`src/rtl/eflags_wb_if.sv`:
```
// Execute-to-writeback EFLAGS bus: flag updates, ISR/IRET/POPF controls and
// the committed/bypassed flag outputs.
interface eflags_wb_if;
  logic        ex_valid;
  logic        ex_ready;
  logic [5:0]  alu1_flags;
  logic [5:0]  cmps_flags;
  logic        sel_cmps;
  logic [5:0]  ld_flags;
  logic        ld_df;
  logic        df_val_ex;
  logic        wb_stall;
  logic        isr_entry;
  logic        iret;
  logic        popf;
  logic [31:0] popf_data;
  logic [31:0] eflags;
  logic        CF_fwd;
  logic        AF_fwd;
  logic        DF_fwd;
  logic        shadow_full;
  logic        nest_err;

  modport master (
    output ex_valid, alu1_flags, cmps_flags, sel_cmps, ld_flags, ld_df, df_val_ex,
           wb_stall, isr_entry, iret, popf, popf_data,
    input  ex_ready, eflags, CF_fwd, AF_fwd, DF_fwd, shadow_full, nest_err
  );

  modport slave (
    input  ex_valid, alu1_flags, cmps_flags, sel_cmps, ld_flags, ld_df, df_val_ex,
           wb_stall, isr_entry, iret, popf, popf_data,
    output ex_ready, eflags, CF_fwd, AF_fwd, DF_fwd, shadow_full, nest_err
  );
endinterface

```
`src/rtl/eflags_wb.sv`:
```
// Writeback-stage EFLAGS: one-entry pending buffer, architectural commit,
// CF/AF/DF bypass to ALU1 and a one-deep interrupt shadow copy.
module eflags_wb (
   input logic clk,
   input logic rst,
   eflags_wb_if.slave bus
);
   typedef enum logic {SH_EMPTY, SH_FULL} sh_state_t;

   // Writable flag positions: CF PF AF ZF SF DF OF
   localparam logic [31:0] FLAG_MASK = 32'h0000_0CD5;
   localparam logic [31:0] FIXED_ONE = 32'h0000_0002;

   logic        wb_valid;
   logic [5:0]  pend_src;
   logic [5:0]  pend_ld;
   logic        pend_ld_df;
   logic        pend_df;
   logic [31:0] eflags_q;
   logic [31:0] shadow_q;
   logic [31:0] commit_val;
   sh_state_t   state;
   logic        shadow_full_q;
   logic        nest_err_q;
   logic        accept;
   logic        commit;

   assign bus.ex_ready = ~wb_valid | ~bus.wb_stall;
   assign accept       = bus.ex_valid & bus.ex_ready;
   assign commit       = wb_valid & ~bus.wb_stall;

   always_ff @(posedge clk or posedge rst) begin
      if (rst) begin
         wb_valid   <= 1'b0;
         pend_src   <= '0;
         pend_ld    <= '0;
         pend_ld_df <= 1'b0;
         pend_df    <= 1'b0;
      end else if (accept) begin
         wb_valid   <= 1'b1;
         pend_src   <= bus.sel_cmps ? bus.cmps_flags : bus.alu1_flags;
         pend_ld    <= bus.ld_flags;
         pend_ld_df <= bus.ld_df;
         pend_df    <= bus.df_val_ex;
      end else if (commit) begin
         wb_valid   <= 1'b0;
      end
   end

   // EFLAGS as it stands after this cycle's commit; also the ISR save value
   always_comb begin
      commit_val = eflags_q;
      if (commit) begin
         if (pend_ld[0]) commit_val[0]  = pend_src[0];
         if (pend_ld[1]) commit_val[2]  = pend_src[1];
         if (pend_ld[2]) commit_val[4]  = pend_src[2];
         if (pend_ld[3]) commit_val[6]  = pend_src[3];
         if (pend_ld[4]) commit_val[7]  = pend_src[4];
         if (pend_ld[5]) commit_val[11] = pend_src[5];
         if (pend_ld_df) commit_val[10] = pend_df;
      end
   end

   // iret wins over everything, including a stray isr_entry or popf
   always_ff @(posedge clk or posedge rst) begin
      if (rst) begin
         eflags_q      <= FIXED_ONE;
         shadow_q      <= '0;
         state         <= SH_EMPTY;
         shadow_full_q <= 1'b0;
         nest_err_q    <= 1'b0;
      end else if (bus.iret) begin
         if (state == SH_FULL) begin
            eflags_q      <= shadow_q;
            state         <= SH_EMPTY;
            shadow_full_q <= 1'b0;
         end else begin
            nest_err_q    <= 1'b1;
         end
      end else begin
         eflags_q <= bus.popf ? ((bus.popf_data & FLAG_MASK) | FIXED_ONE) : commit_val;
         if (bus.isr_entry) begin
            if (state == SH_EMPTY) begin
               shadow_q      <= commit_val;
               state         <= SH_FULL;
               shadow_full_q <= 1'b1;
            end else begin
               nest_err_q    <= 1'b1;
            end
         end
      end
   end

   assign bus.eflags      = eflags_q;
   assign bus.shadow_full = shadow_full_q;
   assign bus.nest_err    = nest_err_q;
   assign bus.CF_fwd      = (wb_valid & pend_ld[0]) ? pend_src[0] : eflags_q[0];
   assign bus.AF_fwd      = (wb_valid & pend_ld[2]) ? pend_src[2] : eflags_q[4];
   assign bus.DF_fwd      = (wb_valid & pend_ld_df) ? pend_df    : eflags_q[10];
endmodule
```
`src/flat_wrapper.sv`:
```
// flat-port wrapper written by rule: the top's interface ports become plain ports
module eflags_wb_flat 
  (clk, rst, bus_ex_valid, bus_alu1_flags, bus_cmps_flags, bus_sel_cmps, bus_ld_flags, bus_ld_df, bus_df_val_ex, bus_wb_stall, bus_isr_entry, bus_iret, bus_popf, bus_popf_data, bus_ex_ready, bus_eflags, bus_CF_fwd, bus_AF_fwd, bus_DF_fwd, bus_shadow_full, bus_nest_err);
  eflags_wb_if bus_i ();
  input logic clk;
  input logic rst;
  input wire logic [$bits(bus_i.ex_valid)-1:0] bus_ex_valid;
  input wire logic [$bits(bus_i.alu1_flags)-1:0] bus_alu1_flags;
  input wire logic [$bits(bus_i.cmps_flags)-1:0] bus_cmps_flags;
  input wire logic [$bits(bus_i.sel_cmps)-1:0] bus_sel_cmps;
  input wire logic [$bits(bus_i.ld_flags)-1:0] bus_ld_flags;
  input wire logic [$bits(bus_i.ld_df)-1:0] bus_ld_df;
  input wire logic [$bits(bus_i.df_val_ex)-1:0] bus_df_val_ex;
  input wire logic [$bits(bus_i.wb_stall)-1:0] bus_wb_stall;
  input wire logic [$bits(bus_i.isr_entry)-1:0] bus_isr_entry;
  input wire logic [$bits(bus_i.iret)-1:0] bus_iret;
  input wire logic [$bits(bus_i.popf)-1:0] bus_popf;
  input wire logic [$bits(bus_i.popf_data)-1:0] bus_popf_data;
  output wire logic [$bits(bus_i.ex_ready)-1:0] bus_ex_ready;
  output wire logic [$bits(bus_i.eflags)-1:0] bus_eflags;
  output wire logic [$bits(bus_i.CF_fwd)-1:0] bus_CF_fwd;
  output wire logic [$bits(bus_i.AF_fwd)-1:0] bus_AF_fwd;
  output wire logic [$bits(bus_i.DF_fwd)-1:0] bus_DF_fwd;
  output wire logic [$bits(bus_i.shadow_full)-1:0] bus_shadow_full;
  output wire logic [$bits(bus_i.nest_err)-1:0] bus_nest_err;
  assign bus_i.ex_valid = bus_ex_valid;
  assign bus_i.alu1_flags = bus_alu1_flags;
  assign bus_i.cmps_flags = bus_cmps_flags;
  assign bus_i.sel_cmps = bus_sel_cmps;
  assign bus_i.ld_flags = bus_ld_flags;
  assign bus_i.ld_df = bus_ld_df;
  assign bus_i.df_val_ex = bus_df_val_ex;
  assign bus_i.wb_stall = bus_wb_stall;
  assign bus_i.isr_entry = bus_isr_entry;
  assign bus_i.iret = bus_iret;
  assign bus_i.popf = bus_popf;
  assign bus_i.popf_data = bus_popf_data;
  assign bus_ex_ready = bus_i.ex_ready;
  assign bus_eflags = bus_i.eflags;
  assign bus_CF_fwd = bus_i.CF_fwd;
  assign bus_AF_fwd = bus_i.AF_fwd;
  assign bus_DF_fwd = bus_i.DF_fwd;
  assign bus_shadow_full = bus_i.shadow_full;
  assign bus_nest_err = bus_i.nest_err;
  eflags_wb u_core (.clk(clk), .rst(rst), .bus(bus_i));
endmodule
```
`config.mk`:
```
export PLATFORM = sky130hd
export DESIGN_NAME = eflags_wb_flat
export DESIGN_NICKNAME = d
export VERILOG_FILES = /design/src/rtl/eflags_wb_if.sv /design/src/rtl/eflags_wb.sv /design/src/flat_wrapper.sv
export SDC_FILE = /design/constraint.sdc
export NUM_CORES = 1
export LEC_CHECK = 0
export ABC_AREA = 1
export CAP_MARGIN = 15
export CORE_AREA = 5 5 99 101
export DETAILED_ROUTE_END_ITERATION = 16
export DIE_AREA = 0 0 104 106
export HOLD_SLACK_MARGIN = 0.15
export PLACE_DENSITY_LB_ADDON = 0.12
export SYNTH_ARGS = -nofsm -noshare
export SYNTH_HDL_FRONTEND = slang
export SYNTH_SLANG_ARGS = --single-unit
```
`constraint.sdc`:
```
create_clock -name clk -period 3.3 [get_ports clk]
set_input_delay 0.495 -clock clk [delete_from_list [all_inputs] [get_ports clk]]
set_output_delay 0.495 -clock clk [all_outputs]
set_load 0.1 [all_outputs]
```
==> impl_metrics.yaml, run 1 <==
status:
  run_status: "completed"
placed_design:
  place_ws_ns: 0.8067
  gp_congestion: 0.7156
  port_buffers: 72
  dp_hpwl_um: 5518
  placedInstanceArea_um2: 4414
  post-place-cells: 578
grt:
  grt_antenna_before_repair: 0
  grt_pass1_vias: 2974
  grt_first_pass_wirelength_um: 13970
  grt_max_degree: 49
  overflow: 0
  grt_use_total: 0.1543
logic_synthesis:
  synth_common_cells: "nand2_1, dfrtp_1, o21ai_0"
  synth_edf_count: 0
  synth_cells: 435
  synth_fa_ha_area_frac: 0.006496
  synthMuxAreaShare: 0
  synth_top_area_frac: 0.5261
  synthDistinctLibCells: 24
  ys_ff_latch: 82
  syn-cell-area_um2: 3852
  synth_xor_area_frac: 0
  seq_area_frac_synth: 0.5330
  async_reset_ff_frac: 1.000
  synthSimpleGateAreaFrac: 0.1890
  synth_fp_nets: 497
  synth_compound_area_frac: 0.1429
  synth_most_common_cell: "nand2_1"
  synthTopCellsByArea: "dfrtp_1, nand2_1, o21ai_2"
  yosys_warnings: 0
  synth_largest_area_cell: "dfrtp_1"
  synth_top_family_by_area: "simple AND/OR/NAND/NOR gates"
  ys.flop_type: "dfrtp_1"
  syn_avg_cell_area_um2: 8.856
setup_path:
  reg2reg_to: "u_core.shadow_q[14]$_DFFE_PP0P_"
  cp-end-kind: "output pin"
  crit_path_start: "u_core.bus.eflags[11]$_DFFE_PP0P_"
  reg2reg_depth: 5
  worstSetupEndpoint: "bus_eflags[11]"
  worst-path-buf-inv: 1
  timing.rr.start: "u_core.state$_DFFE_PP0P_"
  crit_type: "reg2out"
  cp.arrival_ns: 1.91
  cp_cell_sequence: "clkdlybuf4s50_1"
  path_max_fanout: 4
  critPathTopFamily: "buffers and inverters"
  worstPathRequired_ns: 2.80
  cp-start-kind: "flip-flop"
  path_depth: 1
  cp_slowest_cell: "clkdlybuf4s50_1"
  r2r_slack_ns: 1.83
  max_stage_delay_ns: 1.16
sta:
  fin_crit_ns: 2.410
  rsz0062_at_grt: "false"
  tns_ns: 0
  setup_viol: 0
  setup_slack_ns: 0.8903
  worst_clock_skew_ns: 0.01297
  clock.fmax_mhz: 415.0
  slew_viol_final: 0
  finalHoldViolCount: 0
  worstMarginPinSlew_ns: 0.9843
  post-route-period-util: 0.7302
  relSlewSlack: 0.3417
clock_network:
  cts.sinks: 82
  cts_buffer_depth: 2
  path_clk_slew_ns: 0.08
  postCtsHoldBufs: 0
  insertion_delay_ns: 0.35
  numCtsBuffers: 9
  cts_tree: "yes"
  post-cts-setup-buffer-count: 0
  ctsResizeCount: 0
  h-tree-depth: 3
  clock-root-buffer: "clkbuf_8"
pwr:
  powerDensity_nw_per_um2: 530.4
  ir_worst_vdd_v: 0.0002738
  power.total_uw: 2436
  power_leakage_uw: 0.002117
die:
  initial_core_util: 0.4312
  die-width_um: 104
  row_count: 35
  core-area_um2: 8934
  die_y_um: 106
  die_area_um2: 11020
  ios: 98
cells_and_area:
  area_growth_pct: 19.19
  fillers: 878
  final_cells: 594
  antennaDiodeCount: 0
  design_area_um2: 4592
  drive_above_1_share: 0.1470
  fin_nets: 540
worst_hold_path:
  hold_path_class: "reg2reg"
drt:
  drt_iter0_drc: 112
  dr_total_vias: 2852
  routedWlPerCell_um: 13.39
  vias_per_cell: 4.801
  ant_nets: 0
  drc: 0
  routed_wl_um: 7955
  drt_pass1_iterations: 4
flow_run:
  drv_cap: 0
## metal layers
layer / vias to the layer above / part of all wire / track usage
li1: 1448 / - / -
met1: 1320 / 0.45 / 0.1915
met2: 74 / 0.47 / 0.2546
met3: 10 / 0.060 / 0.04311
met4: 0 / 0.017 / 0.06198
met5: - / 0 / 0
## layout by cell type (no fill, tap or decap)
| cell type | Yosys | routed |
|---|---|---|
| nand2_1 | 110 | 110 |
| dfrtp_1 | 81 | 81 |
| clkdlybuf4s50_1 | 0 | 62 |
| o21ai_0 | 46 | 46 |
| inv_1 | 42 | 41 |
| nand3_1 | 31 | 31 |
| o21ai_2 | 27 | 27 |
| nor2_1 | 22 | 22 |
| buf_4 | 27 | 13 |
| clkbuf_8 | 0 | 9 |
| a31oi_1 | 5 | 5 |
| inv_2 | 4 | 4 |
| o21ai_1 | 4 | 4 |
| nand2_2 | 3 | 3 |
| nand2_4 | 3 | 3 |
| nand4_1 | 3 | 3 |
| clkinvlp_4 | 0 | 3 |
| o211ai_1 | 2 | 2 |
| clkinv_2 | 0 | 2 |
| a21oi_1 | 2 | 2 |
| ha_1 | 2 | 2 |
| inv_6 | 0 | 2 |
| inv_4 | 1 | 1 |
| nor2_2 | 1 | 1 |
| o21bai_1 | 1 | 1 |
| clkinv_4 | 0 | 1 |
| buf_12 | 0 | 1 |
| dfstp_2 | 1 | 1 |
## flip-flops by register name (all words and copies together) (netlist names)
| register | flops |
|---|---|
| u_core.bus.eflags | 32 |
| u_core.shadow_q | 32 |
| u_core.pend_ld | 6 |
| u_core.pend_src | 6 |
| u_core.bus.nest_err | 1 |
| u_core.bus.shadow_full | 1 |
| u_core.pend_df | 1 |
| u_core.pend_ld_df | 1 |
| u_core.state | 1 |
| u_core.wb_valid | 1 |
## power breakdown
part / total, uW / leakage (uW) / internal, uW / switching, uW
Sequential: 1150 / 0.00107 / 1090 / 63.8
Clock: 663 / 0.0000822 / 278 / 384
Combinational: 621 / 0.000960 / 165 / 456
## cells by family (layout without fill, tap and decap cells)
family | count (synthesis) | in the layout
buffers and inverters | 91 | 139
and+or+nand+nor | 173 | 173
AOI/OAI and AO/OA | 87 | 87
DFF | 82 | 82
adders and majority gates | 2 | 2
## through the flow
step / hold WS (ns) / utilization
6_report: 0.4889 / 0.5140
5_1_grt: 0.5209 / 0.5140
4_1_cts: 0.4962 / 0.5140
3_5_place_dp: 0.4695 / 0.4941
3_3_place_gp: 0.4649 / 0.4941
2_1_floorplan: 0.4493 / -
## layout make-up
| class | instances | area [um^2] | share of cell area |
|---|---|---|---|
| clock inverter | 7 | 53.80 | 0.01172 |
| timing repair buffer | 76 | 738.2 | 0.1608 |
| multi-input combinational | 262 | 1304 | 0.2839 |
| inverter | 47 | 180.2 | 0.03924 |
| clock buffer | 9 | 123.9 | 0.02698 |
| sequential | 82 | 2053 | 0.4471 |
| tap | 111 | 138.9 | 0.03025 |
## worst min path at each step
stage	start	endpoint	slack, ns	cells after the start
4_1_cts	u_core.shadow_q[5]$_DFFE_PP0P_	u_core.shadow_q[5]$_DFFE_PP0P_	0.50	2
5_1_grt	u_core.shadow_q[24]$_DFFE_PP0P_	u_core.shadow_q[24]$_DFFE_PP0P_	0.52	2
3_5_place_dp	u_core.shadow_q[0]$_DFFE_PP0P_	u_core.shadow_q[0]$_DFFE_PP0P_	0.47	2
3_3_place_gp	u_core.shadow_q[10]$_DFFE_PP0P_	u_core.shadow_q[10]$_DFFE_PP0P_	0.46	2
6_report	u_core.shadow_q[0]$_DFFE_PP0P_	u_core.shadow_q[0]$_DFFE_PP0P_	0.49	2
2_1_floorplan	u_core.shadow_q[0]$_DFFE_PP0P_	u_core.shadow_q[0]$_DFFE_PP0P_	0.45	2
Note: power is estimated with default switching activity, not from simulation.
==> run 2, diff against run 1 <==
clock period = 2.3 ns   (was 3.3 ns; I/O delays follow)
==> impl_metrics.yaml, run 2 (synthesis results as in run 1) <==
sta:
  setup_viol: 0
  worstMarginPinSlew_ns: 0.4456
  relSlewSlack: 0.7029
  fin_crit_ns: 1.823
  worst_clock_skew_ns: 0.009855
  post-route-period-util: 0.7928
  finalHoldViolCount: 0
  tns_ns: 0
  clock.fmax_mhz: 548.4
  holdWs_ns: 0.4466
  slew_viol_final: 0
  rsz0062_at_grt: "false"
placed_design:
  port_buffers: 72
  post-place-cells: 580
  gp_congestion: 0.7157
  dp_hpwl_um: 5491
grt:
  overflow: 0
  grt_pass1_vias: 2935
  grt_use_total: 0.1546
  grt_first_pass_wirelength_um: 13960
  grt_antenna_before_repair: 0
  grtUsageMet3: 0.03825
  met2_usage: 0.2491
  grt_max_degree: 83
  met1_usage: 0.2045
  grt_busiest_layer: "met2"
setup_path:
  timing.rr.start: "u_core.state$_DFFE_PP0P_"
  cp-start-kind: "flip-flop"
  crit_type: "reg2out"
  cp.arrival_ns: 1.48
  cp-end-kind: "output pin"
  crit_path_start: "u_core.wb_valid$_DFFE_PP0P_"
  worstPathRequired_ns: 1.96
  r2r_slack_ns: 0.85
  path_max_fanout: 8
drt:
  dr_total_vias: 2875
  routed_wl_um: 8037
  ant_nets: 0
  drt_iter0_drc: 106
  vias_per_cell: 4.824
  routedWlPerCell_um: 13.48
  drc: 0
  drt_pass1_iterations: 4
cells_and_area:
  fillers: 851
  seqCellArea_um2: 2053
  final_cells: 596
  area_growth_pct: 20.62
  fin_util: 0.5202
  multi_input_area_um2: 1311
  drive_above_1_share: 0.2124
  antennaDiodeCount: 0
  layout_commonest_cell: "nand2_1"
  layout_common_cells: "nand2_1, dfrtp_1, o21ai_0, inv_1, buf_4"
  fin_nets: 542
die:
  ios: 98
  core-area_um2: 8934
  die_y_um: 106
  row_count: 35
  die-width_um: 104
  initial_core_util: 0.4312
  die_area_um2: 11020
flow_run:
  drv_cap: 0
pwr:
  power.total_uw: 3668
  powerDensity_nw_per_um2: 789.2
  power_leakage_uw: 0.002227
  ir_worst_vdd_v: 0.0004657
clock_network:
  post-cts-setup-buffer-count: 0
  postCtsHoldBufs: 0
  insertion_delay_ns: 0.35
  path_clk_slew_ns: 0.09
  cts.sinks: 82
  cts_buffer_depth: 2
  numCtsBuffers: 9
  clock-root-buffer: "clkbuf_8"
  cts_tree: "yes"
  ctsResizeCount: 0
  h-tree-depth: 3
worst_hold_path:
  hold_path_class: "in2async"
status:
  run_status: "completed"
run 2: critical path, stage by stage (launching register included):
cell and delay (ns):
dfrtp_1 0.54, nand2_1 0.13, o21ai_1 0.24, buf_12 0.21
run 2: worst paths after layout:
| path | to | depth (start not counted) |
|---|---|---|
| min reg2reg | u_core.shadow_q[4]$_DFFE_PP0P_ | 2 |
| min | u_core.bus.eflags[3]$_DFFE_PP0P_ | 3 |
| min in group clk | u_core.shadow_q[4]$_DFFE_PP0P_ | 2 |
| max reg2reg | u_core.bus.eflags[11]$_DFFE_PP0P_ | 7 |
| max | bus_AF_fwd | 3 |
| max in group asynchronous | u_core.bus.eflags[1]$_DFFE_PP1P_ | 3 |
run 2: per-layer routing:
metal	vias to the layer above	routed length, um
met4	0	120
met5	-	0
met3	11	436
met2	72	3772
met1	1337	3707
li1	1455	-
run 2: power breakdown:
group          internal, uW  switching [uW]
Clock                   534             535
Sequential             1560            88.8
Combinational           277             672
run 2: area by class of cell:
class,count,share of cell area
repair buffers,78,0.1632
flip-flops and latches,82,0.4418
clock buffers,10,0.02962
inverters,47,0.03931
clock inverters,6,0.01400
well taps,111,0.02989
multi-input cells,262,0.2822
run 2: stage by stage:
stage / area [um^2] / setup WS [ns]
3_3_place_gp: 4444 / 0.3169
6_report: 4647 / 0.4767
4_1_cts: 4647 / 0.4378
5_1_grt: 4647 / 0.3871
3_5_place_dp: 4444 / 0.3282
2_1_floorplan: 3864 / -0.03606
==> run 3, diff against run 2 <==
clock period = 1.88 ns   (was 2.3 ns; I/O delays follow)
==> impl_metrics.yaml, run 3 (synthesis results as in run 1) <==
die:
  ios: 98
  die_area_um2: 11020
  die-width_um: 104
  row_count: 35
  core-area_um2: 8934
  initial_core_util: 0.4312
  die_y_um: 106
drt:
  ant_nets: 0
  drc: 0
  vias_per_cell: 4.829
  routedWlPerCell_um: 13.58
  drt_pass1_iterations: 4
  routed_wl_um: 8162
  dr_total_vias: 2902
  drt_iter0_drc: 90
clock_network:
  cts.sinks: 82
  h-tree-depth: 3
  clock-root-buffer: "clkbuf_8"
  path_clk_slew_ns: 0.09
  cts_tree: "yes"
  cts_buffer_depth: 2
  insertion_delay_ns: 0.36
  post-cts-setup-buffer-count: 0
  numCtsBuffers: 9
pwr:
  powerDensity_nw_per_um2: 928.9
  ir_worst_vdd_v: 0.0005280
  power.total_uw: 4387
  power_leakage_uw: 0.002258
cells_and_area:
  fillers: 854
  area_growth_pct: 22.60
  layout_commonest_cell: "nand2_1"
  antennaDiodeCount: 0
  fin_util: 0.5287
  layout_common_cells: "nand2_1, dfrtp_1, o21ai_0, inv_1, buf_4"
  drive_above_1_share: 0.2204
  fin_nets: 548
setup_path:
  crit_path_start: "u_core.wb_valid$_DFFE_PP0P_"
  worstPathRequired_ns: 1.60
  path_max_fanout: 8
  cp-start-kind: "flip-flop"
  reg2reg_depth: 6
  cp-end-kind: "output pin"
  cp_cell_sequence: "nand2_1, o21ai_1, buf_12"
  timing.rr.start: "u_core.state$_DFFE_PP0P_"
  cp.arrival_ns: 1.42
  r2r_slack_ns: 0.54
  worst-path-buf-inv: 1
  critPathTopFamily: "flip-flops"
  cp_slowest_cell: "dfrtp_2"
  crit_type: "reg2out"
  max_stage_delay_ns: 0.47
  reg2reg_to: "u_core.shadow_q[11]$_DFFE_PP0P_"
sta:
  fin_crit_ns: 1.701
  worstMarginPinSlew_ns: 0.3591
  worst_clock_skew_ns: 0.01224
  setup_slack_ns: 0.1794
  finalHoldViolCount: 0
  relSlewSlack: 0.7601
  post-route-period-util: 0.9046
  tns_ns: 0
  clock.fmax_mhz: 588.0
  setup_viol: 0
  rsz0062_at_grt: "false"
  holdWs_ns: 0.2454
  slew_viol_final: 0
flow_run:
  drv_cap: 0
placed_design:
  place_ws_ns: 0.1015
  gp_congestion: 0.7347
  dp_hpwl_um: 5756
  port_buffers: 72
worst_hold_path:
  hold_path_class: "in2async"
grt:
  overflow: 0
  grt_max_degree: 38
  grt_use_total: 0.1558
  grt_antenna_before_repair: 0
  grt_first_pass_wirelength_um: 13970
  grt_pass1_vias: 2979
status:
  run_status: "completed"
run 3: changes by cell type in the layout (fill, tap and decap cells not counted), sizes merged:
cell,before,now
clkinvlp,2,3
inv,47,46
buf,44,50
clkbuf,10,11
clkinv,3,2
bufinv,1,0
run 3: timing repair:
item,CTS,global route
endpoints found under the hold margin,0,0
gates resized for setup,0,1
endpoints found under the setup margin,0,1
hold buffers,0,0
run 3: cell type report:
class                      count  area (um^2)  area share
clock buffer                  11        141.4     0.02993
sequential                    82         2054      0.4350
timing repair buffer          84        865.8      0.1833
tap                          111        138.9     0.02940
multi-input combinational    262         1311      0.2776
clock inverter                 4        28.78    0.006093
inverter                      47        182.7     0.03868
run 3: worst max path at each step:
stage                                     end  slack, ns  depth (start not counted)
6_report                           bus_AF_fwd       0.18                          3
5_1_grt                            bus_AF_fwd       0.08                          3
4_1_cts                            bus_AF_fwd       0.05                          3
3_5_place_dp   u_core.shadow_q[2]$_DFFE_PP0P_       0.10                          7
3_3_place_gp   u_core.shadow_q[2]$_DFFE_PP0P_       0.12                          7
2_1_floorplan                      bus_AF_fwd      -0.39                          2
run 3: worst register-to-register path: cells and delay by family (launching register included):
kind	cells	cell delay, ns
AOI/OAI and AO/OA	1	0.05
adders and majority gates	1	0.19
buffers and inverters	2	0.23
DFF	1	0.45
and+or+nand+nor	2	0.30
run 3: report_power, final:
group          internal [uW]  switching [uW]  total [uW]
registers               1910             119        2030
logic                    382             823        1200
clock network            509             643        1150
total                   2800            1580        4390
run 3: through the flow:
step           cells  area (um^2)
6_report         601         4723
5_1_grt          601         4723
4_1_cts          601         4722
3_5_place_dp     586         4552
3_3_place_gp     586         4552
2_1_floorplan    435         3864
run 3: layer usage:
metal	GRT usage	wire, um
met1	0.1976	3749
met2	0.2555	3834
met3	0.04129	437
met4	0.05920	140
met5	0	0
